**src/rtl/rf_burst_reader_pkg.sv**
```systemverilog
// rtl/rf_burst_reader_pkg.sv - shared constants for the burst reader and its register file
//
// Holds the reader FSM state encodings and the default word/address widths,
// so that the reader and reg_file are built to the same geometry.

package rf_burst_reader_pkg;

    // Default geometry shared with reg_file
    localparam int RF_DATA_WIDTH = 32;
    localparam int RF_ADDR_WIDTH = 5;

    // Reader FSM encodings (plain constants so legacy code can use them too)
    localparam logic [1:0] RD_IDLE = 2'd0;
    localparam logic [1:0] RD_RUN  = 2'd1;
    localparam logic [1:0] RD_DONE = 2'd2;

    typedef logic [1:0] rd_state_t;

endpackage : rf_burst_reader_pkg

```
**src/rtl/rf_burst_reader_if.sv**
```systemverilog
// rtl/rf_burst_reader_if.sv - control, register-file and output-stream bundle of rf_burst_reader
//
// Signals:
//   start_i, base_i, len_i : burst request (start sampled only while idle)
//   busy_o, done_o         : status; done_o is a one-cycle completion pulse
//   ra_o, rd_i             : register-file read address / combinational read data
//   m_valid_o, m_data_o,
//   m_ready_i              : output word stream with full backpressure
// Modports:
//   slave  : the reader itself
//   master : the controlling/consuming side

interface rf_burst_reader_if
    import rf_burst_reader_pkg::*;
#(
    parameter int DATA_WIDTH = RF_DATA_WIDTH,
    parameter int ADDR_WIDTH = RF_ADDR_WIDTH
);

    logic                  start_i;
    logic [ADDR_WIDTH-1:0] base_i;
    logic [ADDR_WIDTH:0]   len_i;
    logic                  busy_o;
    logic                  done_o;
    logic [ADDR_WIDTH-1:0] ra_o;
    logic [DATA_WIDTH-1:0] rd_i;
    logic                  m_valid_o;
    logic [DATA_WIDTH-1:0] m_data_o;
    logic                  m_ready_i;

    modport slave (
        input  start_i, base_i, len_i, rd_i, m_ready_i,
        output busy_o, done_o, ra_o, m_valid_o, m_data_o
    );

    modport master (
        output start_i, base_i, len_i, m_ready_i,
        input  busy_o, done_o, ra_o, m_valid_o, m_data_o, rd_i
    );

endinterface : rf_burst_reader_if

```
**src/rtl/rf_burst_reader.sv**
```systemverilog
// rtl/rf_burst_reader.sv - streams a wrapping address range of reg_file out as valid/ready words
//
// Ports:
//   clk : clock, all state on the rising edge
//   rst : synchronous active-high reset
//   bus : rf_burst_reader_if.slave
//         start_i/base_i/len_i in, busy_o/done_o out,
//         ra_o out to reg_file, rd_i in from reg_file,
//         m_valid_o/m_data_o out, m_ready_i in
//
// One word is loaded per cycle while the output register is empty or being
// drained, giving full throughput with m_ready_i high. All outputs come from
// registers, so m_ready_i has no combinational path to any output.

module rf_burst_reader
    import rf_burst_reader_pkg::*;
#(
    parameter int DATA_WIDTH = RF_DATA_WIDTH,
    parameter int ADDR_WIDTH = RF_ADDR_WIDTH
) (
    input  logic              clk,
    input  logic              rst,
    rf_burst_reader_if.slave  bus
);

    rd_state_t             state_q, state_d;
    logic [ADDR_WIDTH-1:0] addr_q,  addr_d;
    logic [ADDR_WIDTH:0]   rem_q,   rem_d;
    logic                  valid_q, valid_d;
    logic [DATA_WIDTH-1:0] data_q,  data_d;
    logic                  load;
    logic                  accept;

    assign accept = valid_q & bus.m_ready_i;

    always_comb begin
        state_d = state_q;
        addr_d  = addr_q;
        rem_d   = rem_q;
        valid_d = valid_q;
        data_d  = data_q;
        load    = 1'b0;

        case (state_q)
            RD_IDLE: begin
                if (bus.start_i) begin
                    addr_d  = bus.base_i;
                    rem_d   = bus.len_i;
                    state_d = (bus.len_i == '0) ? RD_DONE : RD_RUN;
                end
            end

            RD_RUN: begin
                // Refill whenever the output slot is empty or drains this cycle
                load = (rem_q != '0) && (!valid_q || bus.m_ready_i);
                if (load) begin
                    data_d  = bus.rd_i;
                    valid_d = 1'b1;
                    addr_d  = addr_q + ADDR_WIDTH'(1);
                    rem_d   = rem_q - (ADDR_WIDTH + 1)'(1);
                end else if (accept) begin
                    valid_d = 1'b0;
                end

                // Finish once nothing is left to load and the slot is (being) emptied
                if ((rem_q == '0) && (accept || !valid_q)) begin
                    state_d = RD_DONE;
                end
            end

            RD_DONE: begin
                state_d = RD_IDLE;
            end

            default: begin
                state_d = RD_IDLE;
            end
        endcase
    end

    always_ff @(posedge clk) begin
        if (rst) begin
            state_q <= RD_IDLE;
            addr_q  <= '0;
            rem_q   <= '0;
            valid_q <= 1'b0;
            data_q  <= '0;
        end else begin
            state_q <= state_d;
            addr_q  <= addr_d;
            rem_q   <= rem_d;
            valid_q <= valid_d;
            data_q  <= data_d;
        end
    end

    assign bus.ra_o      = addr_q;
    assign bus.m_valid_o = valid_q;
    assign bus.m_data_o  = data_q;
    assign bus.busy_o    = (state_q != RD_IDLE);
    assign bus.done_o    = (state_q == RD_DONE);

endmodule : rf_burst_reader

```
**src/flat_wrapper.sv**
```systemverilog
// flat-port wrapper written by rule: the top's interface ports become plain ports
module rf_burst_reader_flat import rf_burst_reader_pkg::*;
#(
    parameter int DATA_WIDTH = RF_DATA_WIDTH,
    parameter int ADDR_WIDTH = RF_ADDR_WIDTH
)
  (clk, rst, bus_start_i, bus_base_i, bus_len_i, bus_rd_i, bus_m_ready_i, bus_busy_o, bus_done_o, bus_ra_o, bus_m_valid_o, bus_m_data_o);
  rf_burst_reader_if #(.DATA_WIDTH(DATA_WIDTH), .ADDR_WIDTH(ADDR_WIDTH)) bus_i ();
  input  logic clk;
  input  logic rst;
  input wire logic [$bits(bus_i.start_i)-1:0] bus_start_i;
  input wire logic [$bits(bus_i.base_i)-1:0] bus_base_i;
  input wire logic [$bits(bus_i.len_i)-1:0] bus_len_i;
  input wire logic [$bits(bus_i.rd_i)-1:0] bus_rd_i;
  input wire logic [$bits(bus_i.m_ready_i)-1:0] bus_m_ready_i;
  output wire logic [$bits(bus_i.busy_o)-1:0] bus_busy_o;
  output wire logic [$bits(bus_i.done_o)-1:0] bus_done_o;
  output wire logic [$bits(bus_i.ra_o)-1:0] bus_ra_o;
  output wire logic [$bits(bus_i.m_valid_o)-1:0] bus_m_valid_o;
  output wire logic [$bits(bus_i.m_data_o)-1:0] bus_m_data_o;
  assign bus_i.start_i = bus_start_i;
  assign bus_i.base_i = bus_base_i;
  assign bus_i.len_i = bus_len_i;
  assign bus_i.rd_i = bus_rd_i;
  assign bus_i.m_ready_i = bus_m_ready_i;
  assign bus_busy_o = bus_i.busy_o;
  assign bus_done_o = bus_i.done_o;
  assign bus_ra_o = bus_i.ra_o;
  assign bus_m_valid_o = bus_i.m_valid_o;
  assign bus_m_data_o = bus_i.m_data_o;
  rf_burst_reader #(.DATA_WIDTH(DATA_WIDTH), .ADDR_WIDTH(ADDR_WIDTH)) u_core (.clk(clk), .rst(rst), .bus(bus_i));
endmodule
```
**config.mk**
```make
export PLATFORM = sky130hd
export DESIGN_NAME = rf_burst_reader_flat
export DESIGN_NICKNAME = d
export VERILOG_FILES = /design/src/rtl/rf_burst_reader_pkg.sv /design/src/rtl/rf_burst_reader_if.sv /design/src/rtl/rf_burst_reader.sv /design/src/flat_wrapper.sv
export SDC_FILE = /design/constraint.sdc
export NUM_CORES = 1
export LEC_CHECK = 0
export ABC_AREA = 1
export BUFFER_PORTS_ARGS = -buffer_cell sky130_fd_sc_hd__buf_4
export CAP_MARGIN = 15
export CELL_PAD_IN_SITES_DETAIL_PLACEMENT = 0
export CELL_PAD_IN_SITES_GLOBAL_PLACEMENT = 1
export CORE_MARGIN = 1.5
export CORE_UTILIZATION = 34
export CTS_CLUSTER_SIZE = 16
export DETAILED_ROUTE_END_ITERATION = 7
export HOLD_SLACK_MARGIN = 0.12
export PLACE_DENSITY_LB_ADDON = 0.1
export SLEW_MARGIN = 20
export SYNTH_ARGS = -nofsm -noshare
export SYNTH_HDL_FRONTEND = slang
export SYNTH_SLANG_ARGS = --single-unit
```
**constraint.sdc**
```tcl
create_clock -name clk -period 2.4 [get_ports clk]
set_input_delay 0.48 -clock clk [delete_from_list [all_inputs] [get_ports clk]]
set_output_delay 0.48 -clock clk [all_outputs]
set_load 0.005 [all_outputs]
```
After elaboration in Yosys (flattened, before gate mapping)
Cells that the tools add are included.
Operators by class
  bitwise logic cells: 1
  equal/unequal tests: 5
  reductions and logical operators: 16
  order comparisons: 0
  add/subtract/negate cells: 2
  shifts and indexed selects: 0
  multiply operators: 0
  multiplexer cells: 12
  divide/modulo/power cells: 0
Operators with widths (count)
  zero test 6 bit: 2
  two-way mux 6 bit: 2
  one-hot mux 6 bit (2 select lines): 1
  two-way mux 5 bit: 2
  one-hot mux 5 bit (2 select lines): 1
  two-way mux 2 bit: 3
  AND reduction 2 bit: 3
  nonzero test 2 bit: 3
  nonzero test 6 bit: 1
  subtractor 6 x 1 -> 6 bit (second input constant): 1
  adder 5 x 1 -> 5 bit (second input constant): 1
  inequality test 2 x 1 -> 1 bit (second input constant): 2
  one-hot mux 2 bit (2 select lines): 1
  AND reduction 3 bit: 1
  == test 2 x 1 -> 1 bit (second input constant): 1
  == test 2 bit (second input constant): 1
  logical AND 1 bit: 2
  zero test 2 bit: 1
  logical OR 1 bit: 2
  two-way mux 1 bit: 2
  inequality test 2 bit (second input constant): 1
  AND 1 bit: 1
  zero test 1 bit: 1
Word-level totals
  flip-flop bits (word level): 46
  bits in read-only memories: 0
  input port bits: 47
  output and inout port bits: 40
  bits in latches: 0
  logic and storage cells: 41
  memories kept: 0
  bits in writable memories: 0

Depth between registers and ports, before layout
Gate-level depths: netlist (run 1).
  word-level depth: 5
  gate-level depth with buffers: 8
  gate-level depth less buffers: 8

Least setup slack after synthesis (run 1)
Ideal clock, no wire load.
  path type: in2reg
  start: in bus_m_ready_i
  end: reg u_core.rem_q[1]
  arrival: 1.207 ns
  data required time: 2.284 ns
  stages: 7
  setup time: 0.116 ns
  setup slack: 1.077 ns
  buffers on the path: 1
  cells stage by stage: nor2_1 -> nor2_4 -> nand2_4 -> nand2_4 -> buf_6 -> o21ai_0 -> nor2_1
On the way
  cells in the longest elaborated chain, start to end: 4
Ends and longest elaborated chain
  start: declaration: RTL line flat_wrapper.sv:15  | input wire logic [$bits(bus_i.m_ready_i)-1:0] bus_m_ready_i;
  logical OR 1 bit: RTL line rf_burst_reader.sv:55  | load = (rem_q != '0) && (!valid_q || bus.m_ready_i);
  logical AND 1 bit: RTL line rf_burst_reader.sv:55
  inequality test 2 x 1 -> 1 bit (no line)
  AND reduction 3 bit (no line)
  end signal: assignment: RTL line rf_burst_reader.sv:91  | rem_q <= rem_d;
  end: declaration: RTL line rf_burst_reader.sv:28  | logic [ADDR_WIDTH:0] rem_q, rem_d;
Every way passes these cells.
A chain may end at the register's enable or synchronous reset.

Worst setup path after layout (run 1)
  start: reg u_core.rem_q[0]
  end: reg u_core.data_q[6], in the netlist u_core.bus.m_data_o[6]
On the way
  cells in the longest elaborated chain, start to end: 3
Ends and longest elaborated chain
  nonzero test 6 bit: RTL line rf_burst_reader.sv:55
  logical AND 1 bit: RTL line rf_burst_reader.sv:55
  AND reduction 2 bit (no line)
  end signal: assignment: RTL line rf_burst_reader.sv:93  | data_q <= data_d;
  end: declaration: RTL line rf_burst_reader.sv:30  | logic [DATA_WIDTH-1:0] data_q, data_d;
Every way passes these cells.

==> reports/results.txt, run 1 <==
The run gives 0.633 as the worst slew margin relative to its limit. The multiplexer share of the synthesized area is 0. After routing the design area is 2740 sq um.

Synthesis produced a netlist whose cell count is 277. The xor/xnor cell area share of the yosys netlist came out at 0.00442. The run gives 559 ps as the final worst setup slack. By area the synthesized netlist is led by sky130_fd_sc_hd__dfxtp_1 46%, sky130_fd_sc_hd__nor2_1 18%, sky130_fd_sc_hd__o21ai_0 12%. The analysis attributes to cell leakage a power of 1.30 nW.

The share of synthesized cell area in full adder, half adder and majority cells was 0.0189; the area added between synthesis and finish was 38.4%. The tools report the initial antenna violation count as 0. The post-layout instance count excluding filler cells came out at 432. Internal power comes to 1.44 mW. Fill cell total of the finished layout: 609. After detailed routing, the average wire length per cell comes to 11.8 microns. The count of input and output buffers was 86; the largest stage delay on the critical path was 490 ps.

The global placer's final weighted congestion is 0.798, and the wire length of the first global-routing pass is 7960 microns. The logs give 0.713 mW for the power dissipated by switching net loads and 3550 microns for the HPWL reported at the end of detailed placement. For the worst setup path, the data arrival time is 2080 ps. The post-route clock period utilization works out to 0.767. The tools report the endpoint of the lowest-slack register-to-register path as u_core.bus.m_data_o[6]$_SDFFE_PP0P_. The global-route usage over all layers was 0.162; the number of enable flip-flop cells after synthesis was 0. The count of endpoints failing hold in the final timing report was 0; the final count of pins violating max slew was 0. The proportion of power drawn by the clock network was 0.215; the maximum level of the CTS H-tree was 2.

The die covers 6300 sq um. Once detail routing completed, the nets flagged for antenna violations numbered 0. The total number of clock tree sinks was 46; the hold path depth was 2. 0 antenna diodes ended up in the layout.

The fraction of the mapped netlist area in compound gates was 0.148; the largest voltage drop on the vdd net was 0.000340 V. The part of the Yosys area used for sequential elements was 0.464. Clock skew on the completed layout was measured at 6.21 ps.

The final layout contains routed wiring with a total length of 5100 microns. The total power per unit cell area was 783 nW/um^2. At the pin with the least slew margin, the transition time is 549 ps.

Entering global routing, the biggest net connects 36 pins. The clock latency reported for the late side of the worst-skew pair was 300 ps; the area share of and/or/nand/nor cells after synthesis was 0.305. Aggregate global routing overflow: 0. The worst register-to-register path begins at u_core.rem_q[0]$_SDFFE_PP0P_. The largest fanout on the critical path came out at 35. For the proportion of power drawn by flip-flops and latches, the log shows 0.464. The mean area per synthesized cell works out to 7.16 sq um. Die height: 79.4 microns. After clock tree synthesis, the clock-pin slew on the worst setup and hold paths is 90 ps. Dividing the detail-routed via count by the number of cells gives 4.56.

After synthesis, the largest family of logic cells by area is simple AND/OR/NAND/NOR gates. For hold timing, the worst endpoint is u_core.bus.m_valid_o$_SDFFE_PP0P_. The effective utilization at floorplan was 0.356. The biggest area contributor in the post-synthesis netlist is sky130_fd_sc_hd__dfxtp_1. Post-cts gate resize count: 0. Setup violations remaining at the end of the flow were counted as 0. For this run, design rule violations remaining after detail routing come to 0. The total of hold buffers inserted after clock tree synthesis is 0, and the placed standard-cell area is 2660 sq um. The floorplan step defined a core boundary enclosing 5570 sq um. Fraction of registers with async set or reset after synthesis: 0.

TritonCTS built the clock tree. For this design, the slowest cell found on the critical path is sky130_fd_sc_hd__inv_2. Class of the most critical setup path: flop to flop. The path category of the worst min-delay check was input port to flop. The number of placed instances, taps included was 424. Clock tree synthesis selected as its root buffer the cell sky130_fd_sc_hd__clkbuf_8. By instance count, the cell type seen most on the critical path is sky130_fd_sc_hd__nor2_1.

STA puts the critical path data required time at 2640 ps. The tools report the origin of the worst min-delay path as rst. Yosys printed 0 warnings. The worst setup path is captured at a flop. The critical path goes through inv_1, ha_1, nand3_1, nand2_4, inv_2, nor2_1, nor2_1. Distinct cell type count of the synthesized netlist: 23.

Prior to clock tree synthesis, the placed netlist has a worst setup slack of 471 ps. Width of the chip: 79.4 microns. The logs give 543 MHz for the maximum clock frequency and 65 for the starting DRC count in detailed routing.

Prevailing post-synth register cell: sky130_fd_sc_hd__dfxtp_1. STA classifies the critical path startpoint as a flop. Number of buffers on the longest clock path: 2. Sequential cell area: 921 sq um.

Buffers added to address setup during post-CTS repair amount to 0. The final layout contains 409 nets. For the worst flop-to-flop path, the logic depth is 7. The tools report the number of global-route vias before repair as 1,730. The net switching share of the total power is 0.332, and the I/O pin count is 87. In this run, synthesis produced a sequential element count of 46. The number of iterations in the first detailed-routing pass came out at 4. The run finished with clean final reports. The layout cell share with drive strength beyond 1 was 0.286. The mapped netlist covers 1980 sq um.

For the final routed database, the setup TNS stands at 0 ps. The portion of synthesized cell area occupied by the leading cell type was 0.464; the TritonCTS buffer count was 5. Setup repair after global routing left no endpoint under its margin. The tool flagged a number of max-cap violations equal to 0. The total nets after synthesis is 327. Combinational group share of total power: 0.321. Site row count: 27.

The clock period could shrink to 1840 ps. Summing all multi-input logic gate instances after layout gives 945 sq um. The via count is 1,969, and the worst setup slack for register-to-register paths is 560 ps.
placed cells by master (no fill, tap or decap):
master / instances
sky130_fd_sc_hd__o21bai_1: 3
sky130_fd_sc_hd__clkinv_2: 1
sky130_fd_sc_hd__nor2_1: 97
sky130_fd_sc_hd__nor2_2: 1
sky130_fd_sc_hd__ha_1: 3
sky130_fd_sc_hd__a21oi_1: 5
sky130_fd_sc_hd__nor2_4: 2
sky130_fd_sc_hd__clkbuf_1: 1
sky130_fd_sc_hd__nand3_1: 10
sky130_fd_sc_hd__clkbuf_8: 5
sky130_fd_sc_hd__nand2_4: 3
sky130_fd_sc_hd__xnor2_1: 1
sky130_fd_sc_hd__nand4_1: 2
sky130_fd_sc_hd__inv_1: 10
sky130_fd_sc_hd__dfxtp_1: 46
sky130_fd_sc_hd__nand3b_1: 1
sky130_fd_sc_hd__clkinv_4: 1
sky130_fd_sc_hd__o21ai_0: 48
sky130_fd_sc_hd__o21ai_1: 1
sky130_fd_sc_hd__buf_4: 87
sky130_fd_sc_hd__nand2_1: 29
sky130_fd_sc_hd__inv_2: 3
flip-flops by register name, indices dropped and copies added, names as in the netlist:
register and cells:
u_core.state_q 2, u_core.bus.m_valid_o 1, u_core.bus.m_data_o 32, u_core.rem_q 6, u_core.bus.ra_o 5
metal layers:
layer  track usage  wire length [microns]  vias to the layer above  share of wire
met3        0.0503                    362                        6          0.071
met5             0                      0                        -              0
met1         0.198                   2410                      859           0.47
li1              -                      -                     1051              -
met2         0.274                   2270                       53           0.44
met4        0.0474                     57                        0          0.011
per-stage QoR:
stage / total power, mW / utilization / hold WS, ps
final: 2.15 / 0.492 / 380
after global placement: 1.70 / 0.477 / 465
after CTS: 2.18 / 0.492 / 370
after global routing: 2.32 / 0.492 / 374
after floorplan: 1.41 / - / 459
after detailed placement: 1.71 / 0.477 / 473
critical path, delay by kind of cell, from the launching register on:
| family | cells | cell delay [ps] |
|---|---|---|
| fa+ha+maj | 1 | 210 |
| buf+inv | 2 | 590 |
| flops | 1 | 360 |
| simple gates | 4 | 600 |
power by group through the flow:
stage	sequential [mW]	clock (mW)	combinational [mW]
3_3_place_gp	1.02	0	0.689
6_report	0.998	0.463	0.689
4_1_cts	0.997	0.483	0.701
2_1_floorplan	1.01	0	0.402
5_1_grt	1.02	0.516	0.784
3_5_place_dp	1.01	0	0.699
kinds of logic after synthesis:
logic type	count (synthesis)
xor+xnor	1
flops	46
fa+ha+maj	3
compound gates	57
simple gates	145
buf+inv	25
Yosys cell counts (2+ instances only):
cell / count
sky130_fd_sc_hd__nand2_1: 29
sky130_fd_sc_hd__nand2_4: 3
sky130_fd_sc_hd__nor2_1: 97
sky130_fd_sc_hd__inv_2: 3
sky130_fd_sc_hd__clkbuf_1: 3
sky130_fd_sc_hd__nor2_4: 2
sky130_fd_sc_hd__buf_4: 3
sky130_fd_sc_hd__inv_1: 10
sky130_fd_sc_hd__o21ai_0: 48
sky130_fd_sc_hd__nand3_1: 10
sky130_fd_sc_hd__ha_1: 3
sky130_fd_sc_hd__a21oi_1: 5
sky130_fd_sc_hd__clkbuf_2: 3
sky130_fd_sc_hd__o21bai_1: 3
sky130_fd_sc_hd__dfxtp_1: 46
sky130_fd_sc_hd__nand4_1: 2
cell type report:
type	count	share of cell area
multi-input cells	206	0.344
flip-flops and latches	46	0.336
repair buffers	87	0.238
well taps	72	0.0328
clock buffers	6	0.0264
inverters	13	0.0178
clock inverters	2	0.00502
how the worst max path moves through the flow:
stage,cells past startpoint,to,slack [ps],start
6_report,7,u_core.bus.m_data_o[6]$_SDFFE_PP0P_,560,u_core.rem_q[0]$_SDFFE_PP0P_
5_1_grt,7,u_core.bus.m_data_o[20]$_SDFFE_PP0P_,350,u_core.rem_q[0]$_SDFFE_PP0P_
4_1_cts,7,u_core.bus.m_data_o[6]$_SDFFE_PP0P_,520,u_core.rem_q[0]$_SDFFE_PP0P_
3_5_place_dp,7,u_core.bus.m_data_o[6]$_SDFFE_PP0P_,470,bus_m_ready_i
3_3_place_gp,7,u_core.bus.m_data_o[7]$_SDFFE_PP0P_,570,bus_m_ready_i
2_1_floorplan,7,u_core.rem_q[1]$_SDFFE_PP0P_,1080,bus_m_ready_i
No activity file was read; power rests on OpenSTA's default activity.
==> run 2: changes to the inputs <==
CORE_UTILIZATION = 32   (was 34)
clock period = 1.7 ns   (was 2.4 ns; I/O delays follow)
==> run 2 against run 1 <==
- flip-flop and latch count is the same
- register-to-register slack lost 370 ps
- non-clock buffer count grew 3
- cell count grew 1.4%
- global-route usage shrank 0.22 points
- clock power grew 80%
- via count grew 1.3%
- highest routed layer unchanged
- fmax grew 22%
- total power grew 50%
- first-iteration DRC count shrank 75%
==> reports/results.txt, run 2 (synthesis results as in run 1) <==
The fill cell total of the finished layout came out at 636 (+4.4%). The total number of nets in the final design is 412 (+0.73%), and the maximum clock frequency is 661 MHz (+22%). The layout cell share with drive strength beyond 1 came out at 0.295 (+0.00865).

The final count of pins violating max slew is 0 (unchanged). The area added between synthesis and finish is 41.1%. The sequential cell area was 921 sq um (unchanged).

Kind of end point of the critical path: a flop. The number of global-route vias before repair was 1,856 (+7.3%). The logs give 300 ps (about the same) for the clock latency reported for the late side of the worst-skew pair and 3710 microns (+4.3%) for the HPWL reported at the end of detailed placement. The critical path required time was 1900 ps (-740 ps). The flow ran to the end, and the final reports show no timing, DRC or antenna violations. The die height was 81.7 microns (+3.0%); the DRC violation count after routing was 0 (unchanged).

The number of buffers on the longest clock path was 2 (unchanged); the initial antenna violation count was 0 (unchanged). The width of the chip works out to 81.7 microns (+3.0%). The effective utilization at floorplan was 0.333 (-0.0228). The actual transition at the worst max-transition pin is 326 ps (-224 ps).

The area of the die was 6680 sq um (+6.0%); the number of placed instances, taps included was 430 (+1.4%). Largest fanout on the critical path: 27 (-23%). The final period demand of the worst path is 1510 ps (-328 ps), and the TritonCTS buffer count is 5 (unchanged). The number of antenna repair diodes came out at 0 (unchanged). The count of input and output buffers works out to 86 (unchanged). The maximum level of the CTS H-tree is 2 (unchanged). The tools report the total of hold buffers inserted after clock tree synthesis as 0 (unchanged). In the layout the commonest cells are 97 x sky130_fd_sc_hd__nor2_1, 90 x sky130_fd_sc_hd__buf_4, 48 x sky130_fd_sc_hd__o21ai_0, 46 x sky130_fd_sc_hd__dfxtp_1, 29 x sky130_fd_sc_hd__nand2_1. The aggregate global routing overflow was 0 (unchanged).

The count of endpoints failing hold in the final timing report was 0 (unchanged). The library cell used most frequently in the layout, excluding fill and tap cells, is sky130_fd_sc_hd__nor2_1. The post-route clock period utilization works out to 0.890 (+0.123). The worst slew margin relative to its limit is 0.783 (+0.150), and the vias per cell is 4.55 (about the same).

Total power per unit cell area: 1150 nW/um^2 (+47%). TritonCTS built the clock tree. The class of the most critical setup path was flop to flop. Setup repair after global routing left no endpoint under its margin.

The detailed-route wire length per cell works out to 11.8 microns (+0.39%). The nature of the critical path startpoint is a flop. The total length of routed wires was 5190 microns (+1.8%); the largest voltage drop on the vdd net was 0.000407 V (+20%). The path class of the tightest hold or removal check is input port to flop.

The max capacitance violation total is 0 (unchanged). Cell chosen for the clock root: sky130_fd_sc_hd__clkbuf_8. The total power consumption of the routed design was 3.23 mW (+50%); the total number of clock tree sinks was 46 (unchanged). Post-layout instance count excluding filler cells: 438 (+1.4%).

The logs give 87 (unchanged) for the I/O pin count and 0 (unchanged) for the remaining antenna violation count after routing. The clock transition time at the flip-flop clock pins of the worst setup and hold paths is 90 ps (about the same), and the total setup violations reported at the end of the flow is 0 (unchanged). For the global-route usage over all layers, the log shows 0.160 (-0.00218).

Multi-input combinational cell area: 945 sq um (unchanged). The tools report the area of the core as 5960 sq um (+6.8%). For the site row count, the log shows 28 (+3.7%). The logs give 0 ps (unchanged) for the total negative slack and 1,995 (+1.3%) for the via count.

The number of iterations in the first detailed-routing pass was 4 (unchanged); the number of flip-flops under the largest register name was 32 (unchanged). Global placer's final weighted congestion: 0.783 (-1.9%). The tools report the maximum number of pins on one net before global-route repair as 33 (-8.3%). The starting DRC count in detailed routing came out at 16 (-75%). The logs give 190 ps (-370 ps) for the worst setup slack for register-to-register paths and 6.73 ps (+0.518 ps) for the final setup skew. The leakage power is 1.33 nW (+2.0%), and the wire length of the first global-routing pass is 8260 microns (+3.7%).

The tools report the number of buffers inserted to repair setup after CTS as 0 (unchanged). The tools report the arrival time of the worst setup path as 1710 ps (-370 ps).
==> run 2: cell types whose count changed in the layout (fill, tap and decap cells not counted), sizes merged <==
cell / before / now
bufinv: 0 / 1
inv: 13 / 14
clkinv: 2 / 1
buf: 87 / 90
clkbuf: 6 / 5
==> run 2: final cells by class <==
class	count	share of cell area
sequential	46	0.329
clock inverter	3	0.0156
inverter	13	0.0183
tap	75	0.0335
timing repair buffer	90	0.241
clock buffer	5	0.0246
multi-input combinational	206	0.338
==> run 2: per-layer routing <==
layer  routed length, microns  part of all wire  global-route usage
met5                        0                 0                   0
met2                     2390              0.46               0.275
met3                      381             0.073              0.0489
met1                     2350              0.45               0.191
met4                       66             0.013              0.0475
==> run 2: timing repair <==
item	CTS	global route
setup endpoints to repair	0	32
resized for setup	0	2
hold endpoints to repair	0	0
==> run 2: critical path: stages, from the launching register on <==
cell and delay [ps]:
sky130_fd_sc_hd__dfxtp_1 360, sky130_fd_sc_hd__inv_1 90, sky130_fd_sc_hd__ha_1 210, sky130_fd_sc_hd__nand3_1 140
sky130_fd_sc_hd__nand2_4 120, sky130_fd_sc_hd__buf_4 230, sky130_fd_sc_hd__o21ai_0 200, sky130_fd_sc_hd__nor2_1 50
==> run 2: per-stage QoR <==
| step | hold slack [ps] | cell area, sq um | worst slack (ps) | utilization |
|---|---|---|---|---|
| floorplan | 409 | 1980 | 427 | - |
| global placement | 466 | 2680 | 150 | 0.451 |
| detailed placement | 475 | 2680 | 85.3 | 0.451 |
| CTS | 222 | 2800 | 52.2 | 0.470 |
| global route | 225 | 2800 | 12.1 | 0.470 |
| finish | 233 | 2800 | 188 | 0.470 |
==> run 2: final timing paths <==
kind | start | end | cells past startpoint
setup / recovery | u_core.rem_q[0]$_SDFFE_PP0P_ | u_core.bus.m_data_o[14]$_SDFFE_PP0P_ | 7
hold / removal | rst | u_core.bus.m_valid_o$_SDFFE_PP0P_ | 2
setup reg to reg | u_core.rem_q[0]$_SDFFE_PP0P_ | u_core.bus.m_data_o[14]$_SDFFE_PP0P_ | 7
hold reg to reg | u_core.bus.m_data_o[24]$_SDFFE_PP0P_ | u_core.bus.m_data_o[24]$_SDFFE_PP0P_ | 2
==> run 2: power by group <==
part           internal, mW  switching (mW)  total, mW
logic                 0.482           0.510      0.992
clock network         0.441           0.393      0.834
registers              1.27           0.136       1.40
total                  2.19            1.04       3.23
